`src/rtl/mem_port_arbiter_pkg.sv`:
```
// mem_port_arbiter_pkg: shared state/owner encodings and default sizes for the memory port arbiter
package mem_port_arbiter_pkg;
    localparam int DEF_BURST_LEN = 4;
    localparam int DEF_ADDR_W    = 64;
    localparam int DEF_DATA_W    = 64;
    typedef enum logic [1:0] {IDLE, REQ, RDATA, WDATA} state_t;
    typedef enum logic [1:0] {OWN_NONE, OWN_IC, OWN_DC} owner_t;
endpackage

```
`src/rtl/mem_port_arbiter_if.sv`:
```
// mem_port_arbiter_if: icache, dcache and backing-memory burst signals of the arbiter
//   master: arbiter view (drives req_ready/read steering to caches, request/write beats to memory)
//   slave:  environment view (caches and memory)
interface mem_port_arbiter_if
    import mem_port_arbiter_pkg::*;
#(
    parameter int ADDR_W = DEF_ADDR_W,
    parameter int DATA_W = DEF_DATA_W
) ();
    logic              ic_req_valid;
    logic              ic_req_ready;
    logic [ADDR_W-1:0] ic_addr;
    logic [DATA_W-1:0] ic_rdata;
    logic              ic_rvalid;
    logic              ic_rlast;
    logic              dc_req_valid;
    logic              dc_req_write;
    logic              dc_req_ready;
    logic [ADDR_W-1:0] dc_addr;
    logic [DATA_W-1:0] dc_wdata;
    logic              dc_wnext;
    logic [DATA_W-1:0] dc_rdata;
    logic              dc_rvalid;
    logic              dc_last;
    logic              mem_req_valid;
    logic              mem_req_ready;
    logic              mem_req_write;
    logic [ADDR_W-1:0] mem_addr;
    logic [DATA_W-1:0] mem_wdata;
    logic              mem_wvalid;
    logic              mem_wready;
    logic [DATA_W-1:0] mem_rdata;
    logic              mem_rvalid;
    modport master (
        input  ic_req_valid, ic_addr, dc_req_valid, dc_req_write, dc_addr, dc_wdata,
               mem_req_ready, mem_wready, mem_rdata, mem_rvalid,
        output ic_req_ready, ic_rdata, ic_rvalid, ic_rlast,
               dc_req_ready, dc_wnext, dc_rdata, dc_rvalid, dc_last,
               mem_req_valid, mem_req_write, mem_addr, mem_wdata, mem_wvalid
    );
    modport slave (
        output ic_req_valid, ic_addr, dc_req_valid, dc_req_write, dc_addr, dc_wdata,
               mem_req_ready, mem_wready, mem_rdata, mem_rvalid,
        input  ic_req_ready, ic_rdata, ic_rvalid, ic_rlast,
               dc_req_ready, dc_wnext, dc_rdata, dc_rvalid, dc_last,
               mem_req_valid, mem_req_write, mem_addr, mem_wdata, mem_wvalid
    );
endinterface

```
`src/rtl/mem_port_arbiter_rr_arb2.sv`:
```
// rr_arb2: combinational 2-way round-robin picker
//   req[0]=icache, req[1]=dcache; last_grant = owner of the previous burst; grant = onehot pick
module rr_arb2
    import mem_port_arbiter_pkg::*;
(
    input  logic [1:0] req,
    input  owner_t     last_grant,
    output logic [1:0] grant
);
    assign grant = &req ? (last_grant == OWN_IC ? 2'b10 : 2'b01) : req;
endmodule

```
`src/rtl/mem_port_arbiter.sv`:
```
// mem_port_arbiter: shares one burst memory port between icache refill and dcache refill/writeback
//   clk, rst_n (synchronous, active-low); bus: mem_port_arbiter_if.master carrying both cache ports and the memory port
module mem_port_arbiter
    import mem_port_arbiter_pkg::*;
#(
    parameter int BURST_LEN = DEF_BURST_LEN,
    parameter int ADDR_W    = DEF_ADDR_W,
    parameter int DATA_W    = DEF_DATA_W
) (
    input logic                clk,
    input logic                rst_n,
    mem_port_arbiter_if.master bus
);
    localparam int CNT_W = $clog2(BURST_LEN);
    localparam logic [CNT_W-1:0] LAST_BEAT = CNT_W'(BURST_LEN - 1);
    localparam logic [ADDR_W-1:0] ALIGN_MASK = ~ADDR_W'(BURST_LEN * DATA_W / 8 - 1);
    state_t            state;
    owner_t            owner;
    owner_t            last_grant;
    logic [CNT_W-1:0]  beat_cnt;
    logic [ADDR_W-1:0] addr_q;
    logic              write_q;
    logic              req_q;
    logic              wvalid_q;
    logic [1:0]        grant;
    logic              rd_beat;
    logic              wr_beat;
    logic              last_beat;
    logic              own_ic;
    logic              own_dc;
    rr_arb2 u_rr_arb2 (
        .req        ({bus.dc_req_valid, bus.ic_req_valid}),
        .last_grant (last_grant),
        .grant      (grant)
    );
    always_ff @(posedge clk) begin
        if (!rst_n) begin
            state      <= IDLE;
            owner      <= OWN_NONE;
            last_grant <= OWN_IC;
            beat_cnt   <= '0;
            addr_q     <= '0;
            write_q    <= 1'b0;
            req_q      <= 1'b0;
            wvalid_q   <= 1'b0;
        end else begin
            case (state)
                IDLE: if (|grant) begin
                    state   <= REQ;
                    owner   <= grant[1] ? OWN_DC : OWN_IC;
                    addr_q  <= (grant[1] ? bus.dc_addr : bus.ic_addr) & ALIGN_MASK;
                    write_q <= grant[1] & bus.dc_req_write;
                    req_q   <= 1'b1;
                end
                REQ: if (bus.mem_req_ready) begin
                    state    <= write_q ? WDATA : RDATA;
                    beat_cnt <= '0;
                    req_q    <= 1'b0;
                    wvalid_q <= write_q;
                end
                RDATA, WDATA: if (rd_beat | wr_beat) begin
                    beat_cnt <= beat_cnt + CNT_W'(1);
                    if (last_beat) begin
                        state      <= IDLE;
                        last_grant <= owner;
                        owner      <= OWN_NONE;
                        wvalid_q   <= 1'b0;
                    end
                end
                default: state <= IDLE;
            endcase
        end
    end
    // Beats only count in the matching data phase; stray memory strobes elsewhere are ignored.
    assign rd_beat   = state == RDATA && bus.mem_rvalid;
    assign wr_beat   = state == WDATA && bus.mem_wready;
    assign last_beat = beat_cnt == LAST_BEAT;
    assign own_ic    = owner == OWN_IC;
    assign own_dc    = owner == OWN_DC;
    assign bus.ic_req_ready  = req_q & bus.mem_req_ready & own_ic;
    assign bus.dc_req_ready  = req_q & bus.mem_req_ready & own_dc;
    assign bus.ic_rvalid     = rd_beat & own_ic;
    assign bus.ic_rdata      = bus.ic_rvalid ? bus.mem_rdata : '0;
    assign bus.ic_rlast      = bus.ic_rvalid & last_beat;
    assign bus.dc_rvalid     = rd_beat & own_dc;
    assign bus.dc_rdata      = bus.dc_rvalid ? bus.mem_rdata : '0;
    assign bus.dc_wnext      = wr_beat & wvalid_q;
    assign bus.dc_last       = (bus.dc_rvalid | bus.dc_wnext) & last_beat;
    assign bus.mem_req_valid = req_q;
    assign bus.mem_req_write = req_q & write_q;
    assign bus.mem_addr      = addr_q;
    assign bus.mem_wdata     = bus.dc_wdata;
    assign bus.mem_wvalid    = wvalid_q;
endmodule

```
`src/flat_wrapper.sv`:
```
// flat-port wrapper written by rule: the top's interface ports become plain ports
module mem_port_arbiter_flat import mem_port_arbiter_pkg::*;
#(
    parameter int BURST_LEN = DEF_BURST_LEN,
    parameter int ADDR_W    = DEF_ADDR_W,
    parameter int DATA_W    = DEF_DATA_W
)
  (clk, rst_n, bus_ic_req_valid, bus_ic_addr, bus_dc_req_valid, bus_dc_req_write, bus_dc_addr, bus_dc_wdata, bus_mem_req_ready, bus_mem_wready, bus_mem_rdata, bus_mem_rvalid, bus_ic_req_ready, bus_ic_rdata, bus_ic_rvalid, bus_ic_rlast, bus_dc_req_ready, bus_dc_wnext, bus_dc_rdata, bus_dc_rvalid, bus_dc_last, bus_mem_req_valid, bus_mem_req_write, bus_mem_addr, bus_mem_wdata, bus_mem_wvalid);
  mem_port_arbiter_if #(.ADDR_W(ADDR_W), .DATA_W(DATA_W)) bus_i ();
  input logic clk;
  input logic rst_n;
  input wire logic [$bits(bus_i.ic_req_valid)-1:0] bus_ic_req_valid;
  input wire logic [$bits(bus_i.ic_addr)-1:0] bus_ic_addr;
  input wire logic [$bits(bus_i.dc_req_valid)-1:0] bus_dc_req_valid;
  input wire logic [$bits(bus_i.dc_req_write)-1:0] bus_dc_req_write;
  input wire logic [$bits(bus_i.dc_addr)-1:0] bus_dc_addr;
  input wire logic [$bits(bus_i.dc_wdata)-1:0] bus_dc_wdata;
  input wire logic [$bits(bus_i.mem_req_ready)-1:0] bus_mem_req_ready;
  input wire logic [$bits(bus_i.mem_wready)-1:0] bus_mem_wready;
  input wire logic [$bits(bus_i.mem_rdata)-1:0] bus_mem_rdata;
  input wire logic [$bits(bus_i.mem_rvalid)-1:0] bus_mem_rvalid;
  output wire logic [$bits(bus_i.ic_req_ready)-1:0] bus_ic_req_ready;
  output wire logic [$bits(bus_i.ic_rdata)-1:0] bus_ic_rdata;
  output wire logic [$bits(bus_i.ic_rvalid)-1:0] bus_ic_rvalid;
  output wire logic [$bits(bus_i.ic_rlast)-1:0] bus_ic_rlast;
  output wire logic [$bits(bus_i.dc_req_ready)-1:0] bus_dc_req_ready;
  output wire logic [$bits(bus_i.dc_wnext)-1:0] bus_dc_wnext;
  output wire logic [$bits(bus_i.dc_rdata)-1:0] bus_dc_rdata;
  output wire logic [$bits(bus_i.dc_rvalid)-1:0] bus_dc_rvalid;
  output wire logic [$bits(bus_i.dc_last)-1:0] bus_dc_last;
  output wire logic [$bits(bus_i.mem_req_valid)-1:0] bus_mem_req_valid;
  output wire logic [$bits(bus_i.mem_req_write)-1:0] bus_mem_req_write;
  output wire logic [$bits(bus_i.mem_addr)-1:0] bus_mem_addr;
  output wire logic [$bits(bus_i.mem_wdata)-1:0] bus_mem_wdata;
  output wire logic [$bits(bus_i.mem_wvalid)-1:0] bus_mem_wvalid;
  assign bus_i.ic_req_valid = bus_ic_req_valid;
  assign bus_i.ic_addr = bus_ic_addr;
  assign bus_i.dc_req_valid = bus_dc_req_valid;
  assign bus_i.dc_req_write = bus_dc_req_write;
  assign bus_i.dc_addr = bus_dc_addr;
  assign bus_i.dc_wdata = bus_dc_wdata;
  assign bus_i.mem_req_ready = bus_mem_req_ready;
  assign bus_i.mem_wready = bus_mem_wready;
  assign bus_i.mem_rdata = bus_mem_rdata;
  assign bus_i.mem_rvalid = bus_mem_rvalid;
  assign bus_ic_req_ready = bus_i.ic_req_ready;
  assign bus_ic_rdata = bus_i.ic_rdata;
  assign bus_ic_rvalid = bus_i.ic_rvalid;
  assign bus_ic_rlast = bus_i.ic_rlast;
  assign bus_dc_req_ready = bus_i.dc_req_ready;
  assign bus_dc_wnext = bus_i.dc_wnext;
  assign bus_dc_rdata = bus_i.dc_rdata;
  assign bus_dc_rvalid = bus_i.dc_rvalid;
  assign bus_dc_last = bus_i.dc_last;
  assign bus_mem_req_valid = bus_i.mem_req_valid;
  assign bus_mem_req_write = bus_i.mem_req_write;
  assign bus_mem_addr = bus_i.mem_addr;
  assign bus_mem_wdata = bus_i.mem_wdata;
  assign bus_mem_wvalid = bus_i.mem_wvalid;
  mem_port_arbiter #(.BURST_LEN(BURST_LEN), .ADDR_W(ADDR_W), .DATA_W(DATA_W)) u_core (.clk(clk), .rst_n(rst_n), .bus(bus_i));
endmodule
```
`config.mk`:
```
export PLATFORM = sky130hd
export DESIGN_NAME = mem_port_arbiter_flat
export DESIGN_NICKNAME = d
export VERILOG_FILES = /design/src/rtl/mem_port_arbiter_pkg.sv /design/src/rtl/mem_port_arbiter_if.sv /design/src/rtl/mem_port_arbiter_rr_arb2.sv /design/src/rtl/mem_port_arbiter.sv /design/src/flat_wrapper.sv
export SDC_FILE = /design/constraint.sdc
export NUM_CORES = 1
export LEC_CHECK = 0
export CORE_AREA = 4 4 205 207
export DETAILED_ROUTE_END_ITERATION = 10
export DIE_AREA = 0 0 209 211
export PLACE_DENSITY = 0.45
export SYNTH_ARGS = -nofsm -noshare
export SYNTH_HDL_FRONTEND = slang
export SYNTH_HIERARCHICAL = 1
export SYNTH_SLANG_ARGS = --single-unit
```
`constraint.sdc`:
```
create_clock -name clk -period 2.8 [get_ports clk]
set_input_delay 0.56 -clock clk [delete_from_list [all_inputs] [get_ports clk]]
set_output_delay 0.56 -clock clk [all_outputs]
set_load 0.005 [all_outputs]
```
==> flow_summary.toml, run 1 <==
[outcome]
status = "finished clean"

[worst_setup_path]
crit_path_end_kind = "primary output"
cp_max_fo = 14
start_kind = "input pin"
r2r_slack_ns = 0.98
crit_family = "buffers and inverters"
worst_path_max_delay_cell = "clkdlybuf4s50_1"
crit_path_max_incr_delay_ns = 0.50
worstReg2RegEnd = "u_core/bus.mem_addr[12]"
critical_path_cell_count = 7
path_class = "in -> out"
arrival_ns = 2.17
critPathBufInv = 4
worstRegToRegCells = 7
crit_end = "bus_ic_rdata[61]"
crit_path_start = "bus_mem_rvalid"
r2r_start = "u_core/last_grant[0]"
cp.required_ns = 2.24
path_cells = "clkdlybuf4s15_1, nand3b_1, nor2_4, buf_12, bufbuf_16, and2_1, clkdlybuf4s50_1"

[clock_tree]
numCtsBuffers = 9
root_buffer = "clkbuf_16"
cts_hold_buf = 0
h-tree-depth = 3
cts_buffer_depth = 2
clk_latency_ns = 0.34
clkTransAtPathRegs_ns = 0.05
clkSinkCount = 70
cts_tree = "done"

[final_layout]
fin_util = 0.2318
drive_gt1_frac = 0.05275
mostFrequentLayoutCells = "372 x clkdlybuf4s50_1, 130 x and2_1, 70 x dfxtp_1"
num-fill-cells = 4497
regArea_mm2 = 0.001401
area_growth_pct = 90.67
multi_input_area_mm2 = 0.002733
num-nets-final = 1134
layout_commonest_cell = "clkdlybuf4s50_1"

[drt]
route.detailed.drc = 0
via_per_inst = 3.712
first_pass_iters = 4
wl_per_cell_um = 19.59
drt_iter0_drc = 229
ant_nets = 0
vias = 5216
finalWirelength_mm = 27.52

[timing]
finalHoldViolations = 0
setup_viol = 0
tightest_slew_ns = 0.7518
final.min_clock_period_ns = 2.732
fmax_ghz = 0.3661
min_period_over_period = 0.9756
rsz0062_at_grt = "false"
skew_ns = 0.005480
fin_setup_tns_ns = 0
relSlewSlack = 0.4988
drv_slew = 0

[floorplan]
pin_count = 530
start_util = 0.1216
rows = 74
coreArea_mm2 = 0.04037
dieArea_mm2 = 0.04410
die_w_um = 209
dieHeight_um = 211

[pwr]
comb_power_share = 0.336
intPower_mw = 2.422
clockPowerShare = 0.310
design_power_total_mw = 3.403
ir_worst_vdd_mv = 0.2664
leakagePower_nw = 4.235
net-switching-power_uw = 980.8
powerDensity_mw_per_mm2 = 363.6
switching_share = 0.2882
seqPwrFrac = 0.354

[yosys]
ys_seq_elements = 70
synth-edff-count = 0
yosysSeqAreaShare = 0.2855
yosys_warnings = 6
synth_area_per_cell_um2 = 8.734
async_flop_share = 0
synthDistinctLibCells = 38
syn_area_mm2 = 0.004908
ys.flop_type = "dfxtp_1"
syn_inst = 562

[global_route]
antenna_found_initial = 11
grt_max_degree = 62
grt_pass1_vias = 5274
grtUsageTotal = 0.1150
grt_pass1_wl_mm = 37.29
grt_overflow = 0

[placement]
dp_hpwl_mm = 22.85
portBuffers = 386
gp_congestion = 0.7682

[hold_path]
min-delay-path-class = "reg -> reg"
worstHoldStart = "u_core/beat_cnt[1]"

[flow_run]
cap_violations = 0
-- area by class of cell --
| class | instances | share of cell area |
|---|---|---|
| repair buffers | 411 | 0.4583 |
| multi-input cells | 374 | 0.2920 |
| flip-flops and latches | 70 | 0.1497 |
| well taps | 532 | 0.07112 |
| clock buffers | 12 | 0.02634 |
| inverters | 3 | 0.001203 |
| clock inverters | 2 | 0.001070 |
| diodes | 1 | 0.0002674 |
-- worst min-delay path, stage by stage (launching register included) --
cell     delay (ns)
dfxtp_1        0.31
nand3_1        0.06
mux2i_1        0.06
-- worst min-delay path by stage --
stage | to | slack, ns | cells past startpoint
floorplan | u_core/beat_cnt[1] | 0.45 | 2
global placement | u_core/beat_cnt[1] | 0.46 | 2
detailed placement | u_core/beat_cnt[1] | 0.48 | 2
CTS | u_core/beat_cnt[1] | 0.49 | 2
global route | u_core/last_grant[1] | 0.51 | 2
finish | u_core/beat_cnt[1] | 0.49 | 2
-- repair_timing --
action	CTS	global route
endpoints found under the setup margin	132	48
gates resized for setup	4	13
pin swaps	2	2
gates cloned	3	0
endpoints found under the hold margin	0	0
buffers inserted	1	0
-- cell families after synthesis --
kind of cell / Yosys count / share of synthesized area
other: 1 / 0.0007640
and+or+nand+nor: 227 / 0.2702
adders and majority gates: 1 / 0.002549
AOI/OAI and AO/OA: 78 / 0.1461
DFF: 70 / 0.2855
muxes: 63 / 0.1285
buffers and inverters: 122 / 0.1665
-- metal layers --
layer,up-vias,part of all wire,GRT usage
met5,-,0.00047,0
met4,2,0.020,0.02813
met3,38,0.099,0.04560
met2,354,0.51,0.2123
met1,2349,0.37,0.1231
li1,2473,-,-
-- cells in the mapped netlist, drive strengths merged, types with 5 or more instances --
cell | number | area share
and2 | 130 | 0.17
buf | 100 | 0.15
nand3 | 65 | 0.066
mux2i | 63 | 0.13
o21ai | 6 | 0.0061
nand2b | 6 | 0.0076
nand2 | 5 | 0.0038
nor2 | 10 | 0.010
dfxtp | 70 | 0.29
clkbuf | 19 | 0.017
o211a | 59 | 0.12
-- metrics by stage --
stage,std cells,cell area [um^2],worst slack [ns],hold slack [ns]
finish,1405,9359,0.06838,0.4850
global route,1405,9359,0.0007800,0.5071
CTS,1404,9325,0.02625,0.4874
detailed placement,1386,8940,-0.2123,0.4804
global placement,1386,8940,-0.2036,0.4614
floorplan,566,4923,0.9832,0.4534
-- sequential cells by signal, indices dropped and copies added (netlist names) --
| signal | count |
|---|---|
| u_core/beat_cnt | 2 |
| u_core/bus.mem_addr | 59 |
| u_core/bus.mem_req_valid | 1 |
| u_core/bus.mem_wvalid | 1 |
| u_core/last_grant | 2 |
| u_core/owner | 2 |
| u_core/state | 2 |
| u_core/write_q | 1 |
-- power by group through the flow --
stage	Clock (mW)	Combinational [mW]	Sequential, mW
final	1.05	1.14	1.21
after global routing	1.15	1.24	1.22
after CTS	1.11	1.17	1.21
after detailed placement	0	1.16	1.23
after global placement	0	1.17	1.22
after floorplan	0	0.508	1.23
Note: power is estimated with default switching activity, not from simulation.
==> inputs of run 2 (changes only) <==
Settings changed: CTS_CLUSTER_DIAMETER set to 150.
==> results of run 2 <==
Same layout as run 1: the final DEF is identical, and so are final timing and power.
